==> config.mk <==
export PLATFORM = sky130hd
export DESIGN_NAME = perceptron_trainer
export DESIGN_NICKNAME = d
export VERILOG_FILES = /design/src/rtl/perceptron_trainer.sv
export SDC_FILE = /design/constraint.sdc
export NUM_CORES = 1
export LEC_CHECK = 0
export BUFFER_PORTS_ARGS = -buffer_cell sky130_fd_sc_hd__buf_4
export CAP_MARGIN = 30
export CORE_MARGIN = 10
export CORE_UTILIZATION = 62
export CTS_CLUSTER_SIZE = 24
export DETAILED_ROUTE_END_ITERATION = 8
export PLACE_DENSITY_LB_ADDON = 0.08
export RECOVER_POWER = 25
export SYNTH_ARGS = -nofsm -noshare
export SYNTH_HDL_FRONTEND = slang
export SYNTH_SLANG_ARGS = --single-unit
==> constraint.sdc <==
create_clock -name clk -period 6.42 [get_ports clk]
set_input_delay 0.642 -clock clk [delete_from_list [all_inputs] [get_ports clk]]
set_output_delay 0.642 -clock clk [all_outputs]
set_load 0.01 [all_outputs]
==> src/rtl/perceptron_trainer.sv <==
// perceptron_trainer: online training engine for one 8-input perceptron.
// It evaluates a labelled sample against its own weights and applies the
// perceptron learning rule. The MAC and the weight update are both bit-serial,
// with one input processed per cycle.
module perceptron_trainer #(
    parameter logic [7:0]  W_INIT = 8'd1,
    parameter logic [10:0] THRESH = 11'd2,
    parameter logic [7:0]  LR     = 8'd1
) (
    input  logic        clk,
    input  logic        rst,
    input  logic [7:0]  x_in,
    input  logic        target_in,
    input  logic        train_en,
    input  logic        in_valid,
    output logic        in_ready,
    output logic        res_valid,
    output logic        y_out,
    output logic        err_out,
    output logic [63:0] weights_out,
    output logic [7:0]  err_cnt
);

    typedef enum logic [2:0] {
        IDLE,
        ACCUM,
        EVAL,
        UPDATE,
        DONE
    } state_t;

    state_t      state;
    state_t      state_next;

    logic [7:0]  w [8];
    logic [10:0] sum;
    logic [2:0]  idx;
    logic [7:0]  x_lat;
    logic        target_lat;
    logic        train_lat;

    logic [7:0]  cur_w;
    logic [8:0]  inc_w;
    logic [8:0]  dec_w;
    logic [7:0]  upd_w;
    logic        y_now;
    logic        err_now;

    // Activation decision and saturating weight step for the weight selected by idx.
    // The ninth bit of the step catches a carry past 255 or a borrow below 0.
    always_comb begin
        cur_w   = w[idx];
        y_now   = (sum >= THRESH);
        err_now = (y_now != target_lat);
        inc_w   = {1'b0, cur_w} + {1'b0, LR};
        dec_w   = {1'b0, cur_w} - {1'b0, LR};
        if (target_lat) begin
            upd_w = inc_w[8] ? 8'hFF : inc_w[7:0];
        end else begin
            upd_w = dec_w[8] ? 8'h00 : dec_w[7:0];
        end
    end

    // State register; reset aborts whatever sample is in flight.
    always_ff @(posedge clk or posedge rst) begin
        if (rst) begin
            state <= IDLE;
        end else begin
            state <= state_next;
        end
    end

    // Next-state logic: accept, accumulate, evaluate, optional update, report.
    always_comb begin
        state_next = state;
        case (state)
            IDLE:    if (in_valid) state_next = ACCUM;
            ACCUM:   if (idx == 3'd7) state_next = EVAL;
            EVAL:    state_next = (err_now && train_lat) ? UPDATE : DONE;
            UPDATE:  if (idx == 3'd7) state_next = DONE;
            DONE:    state_next = IDLE;
            default: state_next = IDLE;
        endcase
    end

    // Datapath: sample latch, serial MAC, result registers, error counter and weights.
    always_ff @(posedge clk or posedge rst) begin
        if (rst) begin
            for (int i = 0; i < 8; i++) begin
                w[i] <= W_INIT;
            end
            sum        <= '0;
            idx        <= '0;
            x_lat      <= '0;
            target_lat <= 1'b0;
            train_lat  <= 1'b0;
            y_out      <= 1'b0;
            err_out    <= 1'b0;
            err_cnt    <= '0;
        end else begin
            case (state)
                IDLE: begin
                    if (in_valid) begin
                        x_lat      <= x_in;
                        target_lat <= target_in;
                        train_lat  <= train_en;
                        sum        <= '0;
                        idx        <= '0;
                    end
                end
                ACCUM: begin
                    if (x_lat[idx]) begin
                        sum <= sum + {3'b000, cur_w};
                    end
                    idx <= idx + 3'd1;
                end
                EVAL: begin
                    y_out   <= y_now;
                    err_out <= err_now;
                    idx     <= '0;
                    if (err_now && (err_cnt != 8'hFF)) begin
                        err_cnt <= err_cnt + 8'd1;
                    end
                end
                UPDATE: begin
                    if (x_lat[idx]) begin
                        w[idx] <= upd_w;
                    end
                    idx <= idx + 3'd1;
                end
                default: ;
            endcase
        end
    end

    // Flat export of the live weight registers, w7 in the top byte.
    always_comb begin
        weights_out = '0;
        for (int i = 0; i < 8; i++) begin
            weights_out[i*8 +: 8] = w[i];
        end
    end

    assign in_ready  = (state == IDLE);
    assign res_valid = (state == DONE);

endmodule

==> flow_summary.json <==
{
  "fill_cells": 661,
  "place_hpwl_mm": 10.0,
  "ys_ff_latch": 101,
  "core-area_um2": 8760,
  "hold_viol": 0,
  "yosysWarningCount": 0,
  "fin_ws_ns": 2.24,
  "min_path_type": "primary input to flop",
  "place_congestion": 0.941,
  "status": "complete, no violations",
  "ctsHoldBuffers": 0,
  "crit_type": "flop to flop",
  "cp-end-kind": "flop",
  "yosysTopAreaCellShare_pct": 41.5,
  "clock_path_buffers": 2,
  "ys_top_cells_by_area": "dfrtp_1 41%, mux2_2 14%, mux4_2 4.8%, dfstp_2 3.7%, ha_1 2.9%",
  "synthArstFlopShare_pct": 100,
  "period_minus_slack_ns": 4.18,
  "power_frac_comb_pct": 53.5,
  "synth_top_area_cell": "dfrtp_1",
  "h-tree-depth": 3,
  "p_seq_share_pct": 34.2,
  "pin_count": 89,
  "final_nets": 585,
  "numPortBuffers": 88,
  "antenna_found_initial": 0,
  "ant_nets": 0,
  "cts_made_buffers": 9,
  "drive_above_1_share_pct": 33.4,
  "synth_nets": 505,
  "cp_data_arrival_time_ns": 4.43,
  "max_cap_violations": 0,
  "clock_latency_ns": 0.37,
  "worstMarginPinSlew_ns": 1.20,
  "drt-initial-drc-count": 208,
  "maxSlewHeadroom_pct": 19.7,
  "grt_pass1_wl_mm": 22.6,
  "grt_pass1_vias": 4223,
  "yosysSeqAreaShare_pct": 45.2,
  "rsz0062_at_grt": "false",
  "grt_overflow_total": 0,
  "wl_mm": 13.8,
  "die-area_um2": 13300,
  "crit_required_ns": 6.66,
  "sw_frac_of_total_pct": 45.3,
  "worst_ir_drop_vdd_v": 0.000268,
  "dr.pass1.iters": 7,
  "power.switching_mw": 1.44,
  "fin_setup_tns_ns": 0,
  "pwr-share-clk_pct": 12.3,
  "p_per_area_nw_per_um2": 499,
  "leakagePower_nw": 2.96,
  "fmax_ghz": 0.239,
  "postCtsSetupBuffers": 0,
  "synth.avg_cell_area_um2": 11.7,
  "grt.total_usage_pct": 21.2,
  "setup_viol": 0,
  "die_width_um": 115,
  "ys_top_cells_by_count": "93 x dfrtp_1, 69 x mux2_2, 22 x a21oi_1",
  "synth_edf_count": 0,
  "ys_types": 63,
  "initial_core_util_pct": 64.0,
  "hold_ws_ns": 0.463,
  "netlist_instances": 478,
  "cts_resized": 0,
  "vias_per_cell": 6.19,
  "critPathMaxFanout": 27,
  "num_vias": 4156,
  "synthesis.area_um2": 5610,
  "yosys_most_used_dff": "dfrtp_1",
  "clkTransAtPathRegs_ns": 0.10,
  "cts_sinks": 101,
  "diodes": 0,
  "grt_max_degree": 76,
  "internal-power_mw": 1.74,
  "min_period_over_period_pct": 65.2,
  "start_kind": "flop",
  "rows": 34,
  "fin_skew_ns": 0.0118,
  "avgRoutedWirePerCell_um": 20.6,
  "clock-root-buffer": "clkbuf_8",
  "area_growth_pct": 13.8,
  "die_height_um": 115,
  "yosysMostFrequentCell": "dfrtp_1",
  "remaining_drc_errors": 0,
  "cts_tree": "yes",
  "maxSlewViolCount": 0,
  "pre_cts_ws_ns": 2.28
}
==> routing by layer <==
metal / global-route usage, % / wire length [um] / vias up
li1: - / - / 1932
met1: 28.8 / 5970 / 2055
met2: 33.3 / 6610 / 150
met3: 5.00 / 980 / 19
met4: 5.78 / 244 / 0
met5: 0 / 0 / -
==> cell type report <==
class,instances,area [um^2],share of cell area (%)
sequential,101,2540,39.7
clock inverter,6,62.6,0.979
tap,108,135,2.11
inverter,13,50.0,0.783
multi-input combinational,341,2910,45.5
timing repair buffer,92,567,8.87
clock buffer,10,128,2.00
==> power groups by stage <==
stage	Clock, mW	Sequential (mW)	Combinational [mW]
after floorplan	0	1.05	1.24
after global placement	0	1.09	1.71
after detailed placement	0	1.10	1.75
after CTS	0.400	1.09	1.75
after global routing	0.420	1.13	1.87
final	0.392	1.09	1.70
==> layout by cell type, fill, tap and decap left out, types with 3 or more instances in the layout <==
master,instances
mux4_2,12
nand2_1,19
inv_1,9
nor2b_1,8
clkbuf_8,9
o211ai_1,5
nor2_1,20
nand4_1,5
inv_6,3
nor4_1,4
inv_2,3
a21oi_1,22
o22ai_1,4
mux2_2,69
a221o_1,3
nor3_1,14
or2_2,3
ha_1,13
dfrtp_1,93
nand2b_1,5
nand3b_1,4
a21o_1,3
and2_1,3
a31oi_1,10
xor2_1,5
a211oi_1,3
mux2i_1,15
and3b_1,4
nand3_1,19
buf_4,58
a21oi_2,3
and3_1,3
xnor2_1,14
dfstp_2,8
clkbuf_1,34
o21ai_0,14
==> worst max-delay path, stage by stage, from the launching register on <==
cell and delay [ns]:
dfrtp_1 0.99, inv_1 0.60, a32o_1 0.44, nor3_1 0.28
inv_1 0.17, fa_1 0.46, a21o_1 0.20, a21oi_1 0.21
nor2b_1 0.06, o21ai_0 0.28, a211oi_1 0.14, xnor2_1 0.16
a21oi_1 0.05
==> state kept, by name, indices dropped and copies added, names as in the netlist <==
register     flops
weights_out     64
state            3
train_lat        1
err_out          1
y_out            1
err_cnt          8
idx              3
sum             11
target_lat       1
x_lat            8
==> final timing paths <==
kind | depth (start not counted) | start | end | slack, ns
worst min-delay path | 2 | in_valid | sum[8] | 0.46
worst max register to register | 12 | idx[0] | sum[10] | 2.24
worst min register to register | 1 | err_cnt[5] | err_cnt[5] | 0.50
worst max-delay path | 12 | idx[0] | sum[10] | 2.24
min in group asynchronous | 2 | rst | x_lat[5] | 0.50
max in group asynchronous | 3 | rst | sum[4] | 4.43
==> kinds of logic after synthesis <==
logic type	count (synthesis)	synth area share, %
AO/OA/AOI/OAI	87	11.1
XOR/XNOR	19	2.96
adder cells (fa/ha/maj)	14	3.25
buffers and inverters	36	3.12
flip-flops	101	45.2
multiplexers	101	22.6
AND/OR/NAND/NOR	120	11.7
==> through the flow <==
step	util (%)	instance area, um^2	power, mW	std cells
2_1_floorplan	-	5610	2.30	478
3_3_place_gp	72.2	6320	2.80	655
3_5_place_dp	72.2	6320	2.85	655
4_1_cts	74.3	6520	3.24	671
5_1_grt	72.9	6390	3.41	671
6_report	72.9	6390	3.19	671
Power figures use the tool's default switching activity.
